File: config.mk
export PLATFORM = sky130hd
export DESIGN_NAME = sa_autosa_csb2apb
export DESIGN_NICKNAME = d
export VERILOG_FILES = /design/src/rtl/sa_autosa_csb2apb.sv
export SDC_FILE = /design/constraint.sdc
export NUM_CORES = 1
export LEC_CHECK = 0
export BUFFER_PORTS_ARGS = -buffer_cell sky130_fd_sc_hd__buf_2
export CAP_MARGIN = 40
export CORE_MARGIN = 2
export CORE_UTILIZATION = 52
export DETAILED_ROUTE_END_ITERATION = 8
export PLACE_DENSITY = 0.85
export SETUP_SLACK_MARGIN = 0.4
export SKIP_LAST_GASP = 1
export SLEW_MARGIN = 10
export SYNTH_ARGS = -nofsm -noshare
export SYNTH_HDL_FRONTEND = slang
export SYNTH_SLANG_ARGS = --single-unit
export TNS_END_PERCENT = 5
File: constraint.sdc
create_clock -name pclk -period 3.3 [get_ports pclk]
set_input_delay 0.33 -clock pclk [delete_from_list [all_inputs] [get_ports pclk]]
set_output_delay 0.33 -clock pclk [all_outputs]
set_load 0.05 [all_outputs]
File: src/rtl/sa_autosa_csb2apb.sv
// CSB target to APB3 master bridge: one APB transfer per CSB request, optional response pulse.
// Latency: accept T, SETUP T+1, ACCESS T+2.., response the cycle after completion.
// Backpressure: csb_ready only in IDLE; responses are unthrottled one-cycle pulses.
module sa_autosa_csb2apb #(
    parameter logic [31:0] BASE_ADDR      = 32'h0000_0000,
    parameter int unsigned TIMEOUT_CYCLES = 256
) (
    input  logic        pclk,
    input  logic        prstn,
    input  logic        csb_valid,
    output logic        csb_ready,
    input  logic [15:0] csb_addr,
    input  logic [31:0] csb_wdat,
    input  logic        csb_write,
    input  logic        csb_nposted,
    output logic        rsp_valid,
    output logic [31:0] rsp_data,
    output logic        rsp_is_write,
    output logic        rsp_error,
    output logic        err_sticky,
    input  logic        err_clr,
    output logic        psel,
    output logic        penable,
    output logic        pwrite,
    output logic [31:0] paddr,
    output logic [31:0] pwdata,
    input  logic [31:0] prdata,
    input  logic        pready,
    input  logic        pslverr
);

    typedef enum logic [1:0] {IDLE, SETUP, ACCESS} state_t;

    localparam logic [15:0] TO_LAST = 16'(TIMEOUT_CYCLES - 1);
    localparam bit          TO_EN   = (TIMEOUT_CYCLES != 0);

    state_t      state_q;
    logic [15:0] cnt_q;
    logic        nposted_q;
    logic        psel_q, penable_q, pwrite_q;
    logic [31:0] paddr_q, pwdata_q;
    logic        rsp_valid_q, rsp_is_write_q, rsp_error_q;
    logic [31:0] rsp_data_q;
    logic        err_sticky_q, err_sticky_d;

    logic done, xfer_err, sticky_set;

    // A pready in the threshold cycle wins over the timeout.
    assign done       = (state_q == ACCESS) && (pready || (TO_EN && (cnt_q == TO_LAST)));
    assign xfer_err   = pready ? pslverr : 1'b1;
    assign sticky_set = done && pwrite_q && !nposted_q && xfer_err;

    assign err_sticky_d = sticky_set | (err_sticky_q & ~err_clr);

    always_ff @(posedge pclk or negedge prstn) begin
        if (!prstn) begin
            state_q        <= IDLE;
            cnt_q          <= 16'd0;
            nposted_q      <= 1'b0;
            psel_q         <= 1'b0;
            penable_q      <= 1'b0;
            pwrite_q       <= 1'b0;
            paddr_q        <= 32'd0;
            pwdata_q       <= 32'd0;
            rsp_valid_q    <= 1'b0;
            rsp_is_write_q <= 1'b0;
            rsp_error_q    <= 1'b0;
            rsp_data_q     <= 32'd0;
            err_sticky_q   <= 1'b0;
        end else begin
            rsp_valid_q  <= 1'b0;
            err_sticky_q <= err_sticky_d;
            case (state_q)
                IDLE: begin
                    if (csb_valid) begin
                        paddr_q   <= {BASE_ADDR[31:18], csb_addr, 2'b00};
                        pwdata_q  <= csb_write ? csb_wdat : 32'd0;
                        pwrite_q  <= csb_write;
                        nposted_q <= csb_nposted;
                        psel_q    <= 1'b1;
                        state_q   <= SETUP;
                    end
                end
                SETUP: begin
                    penable_q <= 1'b1;
                    cnt_q     <= 16'd0;
                    state_q   <= ACCESS;
                end
                ACCESS: begin
                    if (done) begin
                        psel_q         <= 1'b0;
                        penable_q      <= 1'b0;
                        state_q        <= IDLE;
                        rsp_valid_q    <= !pwrite_q || nposted_q;
                        rsp_is_write_q <= pwrite_q;
                        rsp_error_q    <= xfer_err;
                        rsp_data_q     <= (!pwrite_q && !xfer_err) ? prdata : 32'd0;
                    end else begin
                        cnt_q <= cnt_q + 16'd1;
                    end
                end
                default: state_q <= IDLE;
            endcase
        end
    end

    assign csb_ready    = (state_q == IDLE);
    assign psel         = psel_q;
    assign penable      = penable_q;
    assign pwrite       = pwrite_q;
    assign paddr        = paddr_q;
    assign pwdata       = pwdata_q;
    assign rsp_valid    = rsp_valid_q;
    assign rsp_data     = rsp_data_q;
    assign rsp_is_write = rsp_is_write_q;
    assign rsp_error    = rsp_error_q;
    assign err_sticky   = err_sticky_q;

endmodule

==> summary.md <==
| Metric | Value |
|---|---|
| Crit path kind | `flop to flop` |
| Syn Inst Count | `between 400 and 500` |
| Area of the core | `between 8000 and 9000 um^2` |
| Critical Path AT | `~2.7 ns` |
| Synth Flop Type | `dfrtp_1` |
| Hold_ws | `about 0.020 ns` |
| Status | `finished, final reports clean` |
| Initial antenna violation count | `0` |
| DR vias | `between 3000 and 4000` |
| Pre-CTS setup slack | `0.848 ns` |
| Final setup fails | `0` |
| Maximum vdd drop | `0.731 mV` |
| Placed cell areas | `5560 um^2` |
| Pwr dens | `about 1000 nW/um^2` |
| Share of the synthesized area in the top cell type | `0.568` |
| Max cap viols | `0` |
| Clk_lat worst skew | `0.37 ns` |
| Initial DRC Count | `165` |
| RSZ-0062 raised after global routing | `false` |
| Buffers on Ports | `between 150 and 200` |
| Minimum clock period | `2.45 ns` |
| Max Root-Sink Buffers | `2` |
| Clk root buf | `clkbuf_8` |
| Layout area overhead | `23.1%` |
| TritonRoute pass-1 iters | `4` |
| Final WS setup | `~0.85 ns` |
| Crit-path slowest cell | `o211a_2` |
| Syn_area_per_cell | `approximately 9.6 um^2` |
| Worst slew margin | `0.505` |
| Most frequent cell after synthesis | `nand2_1` |
| Die height | `approximately 99 um` |
| Top Ports | `192` |
| Cells after DPL | `between 700 and 800` |
| Cell area after synthesis | `approximately 4700 um^2` |
| Dominant cell type by area after synthesis | `dfrtp_1` |
| Gpl congestion | `about 0.9` |
| GR Util met3 | `0.0652` |
| Pin count of the biggest net entering global routing | `61` |
| Reg2Reg Depth | `5` |
| Total Power | `between 6 and 7 mW` |
| Layout Skew | `between 0.02 and 0.025 ns` |
| Nets | `740` |
| Slew Limit Fails | `0` |
| Cell family with most CP delay | `simple AND/OR/NAND/NOR gates` |
| First-pass GRT wire length | `between 15000 and 20000 um` |
| Post-synthesis sequential area ratio | `0.568` |
| Layout cell share with drive strength beyond 1 | `0.314` |
| Drt drc | `0` |
| Final Util | `0.659` |
| Worst Setup Start Kind | `flop` |
| Vias per inst | `5.17` |
| Setup TNS | `0 ns` |
| Yosys cell types | `44` |
| Initial core utilization | `0.535` |
| Post-DRT Antenna Nets | `0` |
| Worst path cell trace | `or4_4 -> nor4_4 -> o211a_2 -> buf_12 -> mux2i_1` |
| Fin area | `approximately 5700 um^2` |
| Post-synth EDFFs | `0` |
| Post-CTS setup buffers | `0` |
| DIE AREA | `9750 um^2` |
| Synth Register Bits | `between 100 and 150` |
| Crit-path max FO | `20` |
| Critical path buffers and inverters | `1` |
| HP Class | `input port to async pin` |
| CTS sink count | `106` |
| CTS tree | `yes` |
| FMAX | `408 MHz` |
| Top cells by count, synth | `nand2_1 (159), dfrtp_1 (106), nand3_1 (39)` |
| Asr flop ratio synth | `1.00` |
| Met2 GRT Util | `0.385` |
| Critical path endpoint category | `flop` |
| Worst-Margin Slew | `around 0.74 ns` |
| Data required time of the worst path | `approximately 3.6 ns` |
| GRT busiest layer | `met2` |
| Post-Layout Cell Count | `764` |
| Global route total overflow | `0` |
| Cell depth of the worst setup path | `5` |
| Ant diodes | `0` |
| Row count | `34` |
| Dpl hpwl | `between 7000 and 8000 um` |
| Cts repair resizes | `0` |
| Met1 Use GR | `0.275` |
| CTS H-tree depth | `3` |
| Pleak | `3.09 nW` |
| CTS Buf Count | `9` |
| Final Hold Vio Count | `0` |
| Clock-pin slew of the registers on the worst-case setup and hold paths | `around 0.11 ns` |
| Syn. warnings | `0` |
| GRT Total Usage | `0.226` |
| Die width | `roughly 100 um` |
| Hold_buf cts | `0` |
| Largest stage delay, worst path | `a little over 0.6 ns` |
| Via count of the first global-routing pass | `3958` |
| Drt total wl | `around 11000 um` |
| WL/cell | `14.5 um` |
| Synth top area cells | `dfrtp_1 (57%), nand2_1 (13%), mux2i_1 (7.7%)` |
| Period utilisation layout | `0.742` |
==> metal layers <==
layer  part of all wire  routed length (um)
met4              0.022                 238
met3              0.076                 837
met2               0.50                5560
met5                  0                   0
met1               0.40                4430
==> report_power, final <==
part	switching, mW	leakage (nW)	internal, mW	total, mW
Clock	0.460	0.0960	0.308	0.768
Sequential	0.299	1.39	1.79	2.09
Combinational	2.49	1.60	0.677	3.17
Total	3.25	3.09	2.77	6.02
==> state kept, by name, indices dropped and copies added, names as in the netlist <==
| signal | count |
|---|---|
| cnt_q | 16 |
| nposted_q | 1 |
| rsp_valid | 1 |
| pwrite | 1 |
| psel | 1 |
| err_sticky | 1 |
| rsp_is_write | 1 |
| state_q | 2 |
| rsp_error | 1 |
| penable | 1 |
| rsp_data | 32 |
| paddr | 16 |
| pwdata | 32 |
==> layout by cell type (no fill, tap or decap), drive strengths merged, types with 2 or more instances in the layout <==
cell type,instances
clkinv,4
o311ai,4
nand3,39
nor2b,2
conb,16
or4,5
a21oi,3
o21ai,3
and3,2
nor2,8
clkbuf,11
o211ai,3
o31ai,6
nand2,159
nor4,2
mux2i,36
mux2,2
nor3b,2
dfrtp,106
inv,39
and4,3
nand2b,3
nand4,3
buf,182
==> cell type report <==
cell class / instances / area (um^2)
clock buffers: 11 / 141
clock inverters: 5 / 46.3
fillers: 691 / 2970
inverters: 38 / 143
multi-input cells: 314 / 1690
flip-flops and latches: 106 / 2650
well taps: 108 / 135
repair buffers: 182 / 943
==> path summary, 6_finish.rpt <==
| path | start | slack (ns) | endpoint |
|---|---|---|---|
| worst min-delay path | prstn | 0.02 | rsp_data[18] |
| max in group asynchronous | prstn | 2.44 | cnt_q[1] |
| min in group pclk | csb_addr[15] | 0.14 | paddr[17] |
| worst min register to register | pwdata[7] | 0.47 | pwdata[7] |
| worst max register to register | cnt_q[9] | 0.85 | rsp_data[29] |
| worst max-delay path | cnt_q[9] | 0.85 | rsp_data[29] |
==> cells by family after synthesis <==
family,count (synthesis),synth area share
compound gates,26,0.0418
fa+ha+maj,1,0.00268
buf+inv,79,0.0831
flops,106,0.568
mux,38,0.0820
other cells,1,0.000803
simple gates,233,0.221
(Power assumes the default switching activity.)
